File: config.mk
export PLATFORM = sky130hd
export DESIGN_NAME = movegen_sequencer
export DESIGN_NICKNAME = d
export VERILOG_FILES = /design/src/rtl/movegen_pkg.sv /design/src/rtl/movegen_sequencer_dir_pick.sv /design/src/rtl/movegen_sequencer.sv
export SDC_FILE = /design/constraint.sdc
export NUM_CORES = 1
export LEC_CHECK = 0
export BUFFER_PORTS_ARGS = -buffer_cell sky130_fd_sc_hd__buf_2
export CORE_MARGIN = 2
export CORE_UTILIZATION = 35
export CTS_CLUSTER_SIZE = 14
export DETAILED_ROUTE_END_ITERATION = 8
export GPL_ROUTABILITY_DRIVEN = 0
export HOLD_SLACK_MARGIN = 0.1
export SLEW_MARGIN = 25
export SYNTH_ARGS = -nofsm -noshare
export SYNTH_HDL_FRONTEND = slang
export SYNTH_SLANG_ARGS = --single-unit
File: constraint.sdc
create_clock -name clk -period 3.7 [get_ports clk]
set_clock_uncertainty 0.15 [all_clocks]
set_input_delay 0.925 -clock clk [delete_from_list [all_inputs] [get_ports clk]]
set_output_delay 0.925 -clock clk [all_outputs]
set_load 0.01 [all_outputs]
File: src/rtl/movegen_pkg.sv
// Shared types and constants for the move-generation sequencer.
package movegen_pkg;

  // Sequencer phases for one search node.
  typedef enum logic [2:0] {
    ST_IDLE,
    ST_LOAD,
    ST_PROP,
    ST_SCAN_ADDR,
    ST_SCAN_WAIT,
    ST_EMIT,
    ST_FINISH
  } state_e;

  // Arrival direction codes; the value equals the scan_hit bit index.
  typedef enum logic [3:0] {
    DIR_U   = 4'd0,
    DIR_D   = 4'd1,
    DIR_L   = 4'd2,
    DIR_R   = 4'd3,
    DIR_UL  = 4'd4,
    DIR_UR  = 4'd5,
    DIR_DL  = 4'd6,
    DIR_DR  = 4'd7,
    DIR_UUL = 4'd8,
    DIR_UUR = 4'd9,
    DIR_LLU = 4'd10,
    DIR_RRU = 4'd11,
    DIR_DDL = 4'd12,
    DIR_DDR = 4'd13,
    DIR_LLD = 4'd14,
    DIR_RRD = 4'd15
  } dir_e;

  localparam logic WHITE = 1'b1;
  localparam logic BLACK = 1'b0;

  // Piece code that represents an empty cell; also the idle value of the load bus.
  localparam logic [5:0] EMPTY_PIECE_REG = 6'd0;

  // Last square on the board; the scan ends after it.
  localparam logic [5:0] LAST_SQ = 6'd63;

endpackage

File: src/rtl/movegen_sequencer_dir_pick.sv
// Lowest-set-bit priority encoder over the 16 direction hit flags.
module dir_pick
  import movegen_pkg::*;
(
  input  logic [15:0] mask_i,
  output dir_e        dir_o,
  output logic        any_o
);

  // Scan from the top down so the lowest set bit is the last one written.
  always_comb begin
    dir_o = DIR_U;
    any_o = |mask_i;
    for (int i = 15; i >= 0; i--) begin
      if (mask_i[i]) dir_o = dir_e'(i);
    end
  end

endmodule

File: src/rtl/movegen_sequencer.sv
// Per-node controller for the 64-cell move-generation array:
// load the board, propagate move tokens, then scan and stream moves out.
module movegen_sequencer
  import movegen_pkg::*;
#(
  parameter int PROP_CYCLES   = 8,
  parameter int PAWN_PASS_CYC = 1,
  parameter int CNT_W         = 8
) (
  input  logic             clk,
  input  logic             rst,
  input  logic             start,
  input  logic             abort,
  input  logic             side_to_move,
  output logic             busy,
  output logic             done,
  output logic [CNT_W-1:0] move_count,
  output logic [5:0]       board_rd_addr,
  input  logic [5:0]       board_rd_data,
  output logic             cell_load_en,
  output logic [5:0]       cell_load_addr,
  output logic [5:0]       cell_load_piece,
  output logic             engine_color,
  output logic             array_run,
  output logic             pawn_pass,
  output logic [5:0]       scan_addr,
  input  logic [15:0]      scan_hit,
  output logic             move_valid,
  input  logic             move_ready,
  output logic [5:0]       move_to,
  output logic [3:0]       move_dir
);

  // Move stream handshake: a move transfers on every rising edge where
  // move_valid and move_ready are both high. Once move_valid is raised,
  // move_to/move_dir hold until that transfer (or an abort withdraws it);
  // move_ready may toggle freely and is not required before valid.

  state_e           state_q, state_d;
  logic [6:0]       cnt_q, cnt_d;      // load index (0..64) or propagation cycle
  logic [5:0]       sq_q, sq_d;        // square being scanned
  logic [15:0]      mask_q, mask_d;    // directions still to emit for sq_q
  logic [CNT_W-1:0] count_q, count_d;
  logic             color_q, color_d;
  logic             advance;           // current square finished, move to next
  dir_e             pick_dir;
  logic             pick_any;

  dir_pick u_dir_pick (
    .mask_i (mask_q),
    .dir_o  (pick_dir),
    .any_o  (pick_any)
  );

  assign move_count   = count_q;
  assign engine_color = color_q;

  // State and datapath registers.
  always_ff @(posedge clk or posedge rst) begin
    if (rst) begin
      state_q <= ST_IDLE;
      cnt_q   <= '0;
      sq_q    <= '0;
      mask_q  <= '0;
      count_q <= '0;
      color_q <= BLACK;
    end else begin
      state_q <= state_d;
      cnt_q   <= cnt_d;
      sq_q    <= sq_d;
      mask_q  <= mask_d;
      count_q <= count_d;
      color_q <= color_d;
    end
  end

  // Next-state and output decode; abort overrides everything at the end.
  always_comb begin
    state_d         = state_q;
    cnt_d           = cnt_q;
    sq_d            = sq_q;
    mask_d          = mask_q;
    count_d         = count_q;
    color_d         = color_q;
    advance         = 1'b0;
    busy            = (state_q != ST_IDLE);
    done            = 1'b0;
    board_rd_addr   = '0;
    cell_load_en    = 1'b0;
    cell_load_addr  = '0;
    cell_load_piece = EMPTY_PIECE_REG;
    array_run       = 1'b0;
    pawn_pass       = 1'b0;
    scan_addr       = '0;
    move_valid      = 1'b0;
    move_to         = '0;
    move_dir        = '0;

    unique case (state_q)
      ST_IDLE: begin
        if (start && !abort) begin
          color_d = side_to_move ? WHITE : BLACK;
          count_d = '0;
          cnt_d   = '0;
          state_d = ST_LOAD;
        end
      end

      // Read address leads the cell write by one cycle (memory latency).
      ST_LOAD: begin
        if (!cnt_q[6]) board_rd_addr = cnt_q[5:0];
        if (cnt_q != 7'd0) begin
          cell_load_en    = 1'b1;
          cell_load_addr  = cnt_q[5:0] - 6'd1;
          cell_load_piece = board_rd_data;
        end
        if (cnt_q == 7'd64) begin
          cnt_d   = '0;
          state_d = ST_PROP;
        end else begin
          cnt_d = cnt_q + 7'd1;
        end
      end

      ST_PROP: begin
        array_run = 1'b1;
        pawn_pass = (cnt_q == 7'(PAWN_PASS_CYC));
        if (cnt_q == 7'(PROP_CYCLES - 1)) begin
          cnt_d   = '0;
          sq_d    = '0;
          state_d = ST_SCAN_ADDR;
        end else begin
          cnt_d = cnt_q + 7'd1;
        end
      end

      ST_SCAN_ADDR: begin
        scan_addr = sq_q;
        state_d   = ST_SCAN_WAIT;
      end

      ST_SCAN_WAIT: begin
        scan_addr = sq_q;
        mask_d    = scan_hit;
        if (scan_hit == 16'h0) advance = 1'b1;
        else                   state_d = ST_EMIT;
      end

      ST_EMIT: begin
        scan_addr  = sq_q;
        move_valid = pick_any;
        move_to    = sq_q;
        move_dir   = pick_dir;
        if (!pick_any) begin
          advance = 1'b1;
        end else if (move_ready) begin
          mask_d = mask_q & ~(16'h0001 << pick_dir);
          if (count_q != {CNT_W{1'b1}}) count_d = count_q + 1'b1;
          if (mask_d == 16'h0) advance = 1'b1;
        end
      end

      ST_FINISH: begin
        done    = 1'b1;
        state_d = ST_IDLE;
      end

      default: state_d = ST_IDLE;
    endcase

    if (advance) begin
      if (sq_q == LAST_SQ) begin
        state_d = ST_FINISH;
      end else begin
        sq_d    = sq_q + 6'd1;
        state_d = ST_SCAN_ADDR;
      end
    end

    // Abort withdraws every strobe this cycle and freezes the counters.
    if (abort && state_q != ST_IDLE) begin
      state_d         = ST_IDLE;
      cnt_d           = cnt_q;
      sq_d            = sq_q;
      mask_d          = mask_q;
      count_d         = count_q;
      done            = 1'b0;
      board_rd_addr   = '0;
      cell_load_en    = 1'b0;
      cell_load_addr  = '0;
      cell_load_piece = EMPTY_PIECE_REG;
      array_run       = 1'b0;
      pawn_pass       = 1'b0;
      scan_addr       = '0;
      move_valid      = 1'b0;
      move_to         = '0;
      move_dir        = '0;
    end
  end

endmodule

==> results, run 1 <==
- The flow ran to the end, but the final reports show violations.
- The checks that failed: negative setup slack.
- Summing every instance area after synthesis gives 0.00300 mm2.
- Once detail routing completed, the nets flagged for antenna violations numbered 0.
- The number of nets at the end of the flow is 512.
- TritonCTS built the clock tree.
- The worst-case IR drop observed on VDD is 0.000211 V.
- The highest fanout seen on the critical path is 2.
- The die width is 96.6 um.
- The number of global-route vias before repair is 2894.
- The kind of critical path is in -> out.
- The final antenna diode count is 0.
- The element type at the critical path start is an input pin.
- The DRC violation count after routing is 0.
- The compound-cell area share of the yosys netlist is 0.209.
- The final critical delay including setup and external delays is 3.83 ns.
- The core region area is 0.00826 mm2.
- The fill cell total of the finished layout is 832.
- The category of the worst setup path capture point is a primary output.
- The global routing usage summed across all routing layers is 0.197.
- The count of cell types in the netlist is 58.
- After clock tree synthesis, the clock-pin slew on the worst setup and hold paths is 0.08 ns.
- The clock root buffer master is sky130_fd_sc_hd__clkbuf_8.
- The first detailed-routing pass took 4 iterations.
- Yosys mapped a number of flops with a built-in enable equal to 0.
- Setup repair after global routing could not meet its margin everywhere.
- The total via count after detailed routing is 3203.
- CTS built an H-tree with a depth of 2.
- After synthesis, the share of cell area in mux cells is 0.0230.
- For this run the aggregate overflow at the end of global routing stands at 0.
- The vertical die dimension is 96.6 um.
- The total nets after synthesis is 418.
- In this run the static leakage power is 0.00185 uW.
- Counting flops and latches in the post-synthesis netlist gives 41.
- The accumulated negative setup slack is -0.621 ns.
- Entering global routing, the biggest net connects 42 pins.
- In the final routed layout, each cell accounts on average for 15.4 um.
- The relative area change from synthesis to final layout is 26.8%.
- The setup-violating endpoint count in the final report is 7.
- Once detailed placement completed, the half-perimeter wirelength came to 6.70 mm.
- The max-slew violation total from the final report is 0.
- STA puts the critical path data required time at 2.62 ns.
- Max-cap violations in this run came to 0.
- The final wirelength is 8.98 mm.
- The sequential area share after synthesis is 0.342.
- The synthesized-area fraction occupied by adder cells is 0.0209.
- Prior to clock tree synthesis, the placed netlist has a worst setup slack of -0.294 ns.
- The die covers 0.00932 mm2.
- Of the total synthesized cell area, the portion taken by AND, OR, NAND and NOR gates is 0.355.
- The later-pin clock latency in the skew report is 0.30 ns.
- For the worst setup path, the data arrival time is 2.75 ns.
- Dividing total power by cell area gives a power density of 657 mW/mm2.
- The share of post-route cells with drive strength above 1 is 0.265.
- Static timing analysis puts the maximum clock frequency at 261 MHz.
- The number of sinks handled by clock tree synthesis is 41.
- The initial utilization of the core area, before any placement, comes to 0.363.
- The post-route fraction of the period consumed by the critical path is 1.04.
- The number of instances in the synthesized netlist is 385.
- In this run, the number of DRC markers left after iteration 0 of detailed routing was 285.
- The worst-case headroom to the max-slew limit is 0.480.
- The final worst setup slack is -0.130 ns.
- The total power of the final layout is 2500 uW.
- In this run, CTS created clock tree buffers numbering 5.
- Of the total synthesized cell area, the portion taken by XOR and XNOR cells is 0.0234.
- In this run the core area contains 33 standard-cell rows.
- The count of pins on the block boundary is 77.
- The quantity of hold-fixing buffers added after cts is 0.
- The count of input and output buffers is 76.
- The proportion of register bits with asynchronous set or reset after synthesis is 1.00.
- The maximum cell stage delay along the critical path is 0.53 ns.
- The post-synthesis average cell area is 7.79 um2.
- Using the TritonRoute via totals, the vias-per-cell ratio works out to 5.48.
- The critical-path cell with the highest stage delay is sky130_fd_sc_hd__or4_4.
- Counting along the longest clock path gives a buffer depth of 2.
- In the synthesized netlist the dominant register cell turns out to be sky130_fd_sc_hd__dfrtp_1.
- The Yosys step of the flow raised 0 warnings.
- The number of antenna violations at the first check in global routing is 0.
- The tightest min-delay check is of the reg -> reg type.
- The cell repeated most along the worst path is sky130_fd_sc_hd__buf_6.
- The slew at the pin closest to its max-slew limit is 0.775 ns.
- The signal on the critical path passes through buf_6 > or4_4 > nor4_4 > and4_4 > o21ai_4 > o211ai_1 > buf_4 > and3_4 > buf_6.
- The dominant combinational cell family by area after synthesis is simple AND/OR/NAND/NOR gates.
- The first-pass GRT wire length is 14.3 mm.
- The number of hold-slack violations in the final timing report is 0.
critical path, delay by kind of cell:
family | cells | cell delay (ns)
simple gates | 4 | 1.19
buf+inv | 3 | 0.38
compound gates | 2 | 0.24
routing by layer:
metal / global-route usage / wire length [um] / vias to the layer above
met1: 0.288 / 4240 / 1501
met5: 0 / 0 / -
met2: 0.291 / 4000 / 118
li1: - / - / 1568
met3: 0.0341 / 555 / 16
met4: 0.0704 / 182 / 0
power breakdown:
group          total, uW  switching, uW  internal, uW
Sequential           789            224           565
Combinational       1350            794           555
Clock                359            163           196
sequential cells by signal, summed over array words and instances, names as in the netlist:
signal        flops
engine_color      1
mask_q           16
move_count        8
sq_q              6
cnt_q             7
state_q           3
final cells by class:
type	instances	area [um2]	area share
multi-input cells	323	1940	0.511
flip-flops and latches	41	1030	0.270
repair buffers	98	558	0.147
well taps	105	131	0.0346
clock buffers	5	68.8	0.0181
inverters	10	37.5	0.00988
clock inverters	2	35.0	0.00922
synth_stat cells, types with 4 or more instances:
| cell | instances | area share |
|---|---|---|
| sky130_fd_sc_hd__and2_1 | 19 | 0.040 |
| sky130_fd_sc_hd__nor4_1 | 6 | 0.013 |
| sky130_fd_sc_hd__a211o_1 | 4 | 0.012 |
| sky130_fd_sc_hd__nand4_1 | 5 | 0.010 |
| sky130_fd_sc_hd__or2_2 | 4 | 0.0083 |
| sky130_fd_sc_hd__a21oi_1 | 23 | 0.038 |
| sky130_fd_sc_hd__clkbuf_1 | 9 | 0.011 |
| sky130_fd_sc_hd__o31ai_1 | 6 | 0.015 |
| sky130_fd_sc_hd__dfrtp_1 | 41 | 0.34 |
| sky130_fd_sc_hd__o21ai_0 | 31 | 0.052 |
| sky130_fd_sc_hd__nand3_1 | 9 | 0.015 |
| sky130_fd_sc_hd__ha_1 | 5 | 0.021 |
| sky130_fd_sc_hd__nand2_1 | 52 | 0.065 |
| sky130_fd_sc_hd__inv_1 | 10 | 0.013 |
| sky130_fd_sc_hd__nand2b_1 | 8 | 0.017 |
| sky130_fd_sc_hd__xor2_1 | 5 | 0.015 |
| sky130_fd_sc_hd__nor3_1 | 20 | 0.033 |
| sky130_fd_sc_hd__nor2b_1 | 6 | 0.013 |
| sky130_fd_sc_hd__a22o_1 | 8 | 0.023 |
| sky130_fd_sc_hd__nor2_1 | 48 | 0.060 |
| sky130_fd_sc_hd__and3_1 | 11 | 0.023 |
cells by family (layout without fill, tap and decap cells):
family / after synthesis / in the layout
buffers and inverters: 21 / 115
flip-flops: 41 / 41
adder cells (fa/ha/maj): 5 / 5
AND/OR/NAND/NOR: 208 / 208
AO/OA/AOI/OAI: 96 / 96
XOR/XNOR: 8 / 8
multiplexers: 6 / 6
through the flow:
stage | util | area, um2 | hold WS (ns) | cells
after floorplan | - | 3000 | 0.360 | 385
after global placement | 0.436 | 3600 | 0.340 | 573
after detailed placement | 0.436 | 3600 | 0.352 | 573
after CTS | 0.458 | 3780 | 0.375 | 582
after global routing | 0.460 | 3800 | 0.394 | 584
final | 0.460 | 3800 | 0.367 | 584
cells in the final DEF, fill, tap and decap left out, drive strengths merged, types with 2 or more instances in the layout:
master and n:
o211ai 2, a21oi 23, o2bb2ai 2, o31ai 7
clkbuf 5, nor2 48, a211o 4, or3 3
xor2 5, xnor2 3, nor4 9, inv 10
a211oi 2, nor3 20, nor2b 6, buf 98
mux2i 2, o22ai 2, and2 19, ha 5
a31oi 2, or2 5, nor3b 3, nand3 9
nand2b 9, and3 11, and4 2, o21ai 33
dfrtp 41, a22o 8, mux2 4, nand2 53
nand4 5, or4 2, a21o 3
repair_timing:
action / in CTS / in global routing
resized for setup: 12 / 0
endpoints found under the setup margin: 7 / 7
pin swaps: 12 / 3
setup buffers: 2 / 2
hold endpoints to repair: 0 / 0
worst paths after layout:
path | from | depth (start not counted) | to | slack (ns)
setup / recovery | scan_hit[10] | 9 | move_valid | -0.13
hold / removal | engine_color | 1 | engine_color | 0.37
setup reg to reg | state_q[0] | 8 | sq_q[0] | 0.55
hold reg to reg | engine_color | 1 | engine_color | 0.37
max in group asynchronous | rst | 3 | state_q[1] | 2.44
min in group asynchronous | rst | 3 | engine_color | 0.58
Note: power is estimated with default switching activity, not from simulation.
==> run 2: changes to the inputs <==
==> constraint.sdc (replaced) <==
create_clock -name clk -period 4.7 [get_ports clk]
set_clock_uncertainty 0.15 [all_clocks]
set_input_delay 1.175 -clock clk [delete_from_list [all_inputs] [get_ports clk]]
set_output_delay 1.175 -clock clk [all_outputs]
set_load 0.01 [all_outputs]
==> run 2 against run 1 <==
The run now ends clean. Combinational power fell by 27%. Total power is 26% lower. Routed wire length down 3.2%. Die area stayed put. Register-to-register slack improved by 0.96 ns. Sequential power decreased by 20%. Design area is 5.0% lower. Global-route usage fell by 0.42 points. Worst hold slack lost 0.0058 ns.
==> results, run 2 (synthesis results as in run 1) <==
- The run finished with clean final reports.
- The flip-flop count of the largest register after layout is 16.
- In the final layout, the multi-input gates occupy 0.00189 mm2.
- The highest attainable clock frequency is 222 MHz.
- The number of sinks handled by clock tree synthesis is 41.
- The count of instances resized after the clock tree is built is 0.
- The count of antenna-violating nets left after detailed routing is 0.
- The H-tree generated during clock tree synthesis spans 2 levels.
- The number of global-route vias before repair is 2781.
- The number of hold-slack violations in the final timing report is 0.
- The number of antenna violations at the first check in global routing is 0.
- The combined flip-flop and latch cell area is 0.00103 mm2.
- The final antenna diode count is 0.
- The maximum cell stage delay along the critical path is 0.51 ns.
- For this run, the detailed router's first-pass iteration total came to 5.
- The DRC marker count from the first detailed-route iteration is 311.
- The max-slew violation total from the final report is 0.
- The fill cell total of the finished layout is 846.
- The total overflow left after global routing is 0.
- The critical path goes through buf_2 > or4_1 > nor4_1 > and4_1 > o21ai_0 > o211ai_1 > o31ai_1 > and2_1 > buf_2.
- The floorplan step set the die height to 96.6 um.
- The largest net degree at the start of global routing is 22.
- For this run, the total global-route usage over all layers was measured as 0.193.
- The number of buffers inserted by post-CTS setup repair is 0.
- TritonCTS built the clock tree.
- The core region area is 0.00826 mm2.
- The data required time at the worst endpoint is 3.38 ns.
- The clock root buffer master is sky130_fd_sc_hd__clkbuf_8.
- The slowest stage of the critical path is the sky130_fd_sc_hd__or4_1 cell.
- Leaving out fill and tap cells, the most frequent cell in the layout is sky130_fd_sc_hd__buf_2.
- The count of pins on the block boundary is 77.
- The worst-case headroom to the max-slew limit is 0.415.
- Setup violations remaining at the end of the flow were counted as 0.
- Among the stages of the critical path, the cell type that occurs most often is sky130_fd_sc_hd__buf_2.
- STA puts the critical path data arrival time at 3.19 ns.
- Buffers placed on the I/O ports in this run total 76.
- The power per unit of standard cell area is 513 mW/mm2.
- The clock buffer count from CTS is 5.
- The non-filler instance count after layout is 569.
- The effective utilization at floorplan is 0.363.
- In the final design database the tool counted 497 nets.
- The sequential power share is 0.340.
- The total via count after detailed routing is 3201.
- The clock slew at the register clock pins of the worst setup and hold paths is 0.08 ns.
- In this run the deepest clock path goes through 2 buffers.
- Of the total power, combinational logic draws 0.532.
- In the final routed layout, each cell accounts on average for 15.3 um.
- The clock share of power is 0.128.
- Setup repair after global routing left no endpoint under its margin.
- The worst setup path is of the in -> out kind.
- The top register by number of flip-flops is mask_q.
- The final wirelength is 8.69 mm.
- The first-pass GRT wire length is 13.8 mm.
- The accumulated negative setup slack is 0 ns.
- Setup slack on the worst reg-to-reg path comes out at 1.51 ns.
- The final critical delay including setup and external delays is 4.51 ns.
- The relative area change from synthesis to final layout is 20.4%.
- In the final layout, the share of cells above drive strength 1 is 0.228.
- The element type at the critical path start is an input pin.
- The path class of the tightest hold or removal check is reg -> reg.
- The floorplan step set the die width to 96.6 um.
- The cell-internal power is 961 uW.
- The number of placed instances, taps included, is 562.
- The later-pin clock latency in the skew report is 0.30 ns.
- The number of vias per cell after detailed routing is 5.63.
- The total half-perimeter wirelength after legalization and detailed placement is 6.57 mm.
- For the pin with the worst max-slew slack, the measured transition is 0.872 ns.
- The fraction of power spent switching nets is 0.481.
- The worst setup path is captured at a primary output.
- The power spent charging and discharging nets is 891 uW.
- In the routed design, unresolved DRC markers number 0.
- The highest fanout seen on the critical path is 7.
- The count of max-cap constraint violations is 0.
- Summed over all cells, the static leakage comes to 0.00175 uW.
- The largest vdd supply drop is 0.000199 V.
- After clock tree synthesis, the flow added hold-fix buffers numbering 0.
- The floorplan has 33 rows.
- The total die area is 0.00932 mm2.
- Leaving out fill and tap cells, the most frequent cells in the layout are sky130_fd_sc_hd__buf_2 (76), sky130_fd_sc_hd__nand2_1 (52), sky130_fd_sc_hd__nor2_1 (47).
- The post-route fraction of the period consumed by the critical path is 0.960.
==> run 2: final timing paths <==
path	to	from	cells after the start
setup / recovery	scan_addr[2]	scan_hit[13]	9
hold / removal	engine_color	engine_color	1
setup reg to reg	move_count[5]	state_q[0]	8
hold reg to reg	engine_color	engine_color	1
max in group asynchronous	cnt_q[3]	rst	3
min in group asynchronous	engine_color	rst	2
==> run 2: cell type report <==
type	instances	area share
clock buffer	7	0.0239
inverter	10	0.0104
multi-input combinational	323	0.525
sequential	41	0.284
tap	105	0.0364
timing repair buffer	83	0.120
==> run 2: worst max-delay path, delay by kind of cell <==
family | cells | cell delay [ns]
AO/OA/AOI/OAI | 3 | 0.50
AND/OR/NAND/NOR | 4 | 1.27
buffers and inverters | 2 | 0.23
==> run 2: metal layers <==
layer / GRT usage / wire length (um) / vias up
met5: 0 / 0 / -
met4: 0.0575 / 156 / 0
met3: 0.0326 / 660 / 11
met2: 0.281 / 3940 / 140
met1: 0.290 / 3940 / 1512
li1: - / - / 1538
==> run 2: power groups by stage <==
stage               combinational, uW  sequential [uW]  clock, uW
floorplan                         760              558          0
finish                            985              630        236
detailed placement                969              631          0
global placement                  959              634          0
global route                     1100              652        260
CTS                               974              626        243
==> run 2: stage by stage <==
stage	util	setup WS [ns]	area, um2	hold slack, ns	power, uW
finish	0.437	0.188	3610	0.361	1850
global route	0.437	0.0557	3610	0.384	2010
CTS	0.437	0.217	3610	0.369	1840
detailed placement	0.426	0.240	3520	0.348	1600
global placement	0.426	0.290	3520	0.339	1590
floorplan	-	0.616	3000	0.360	1320
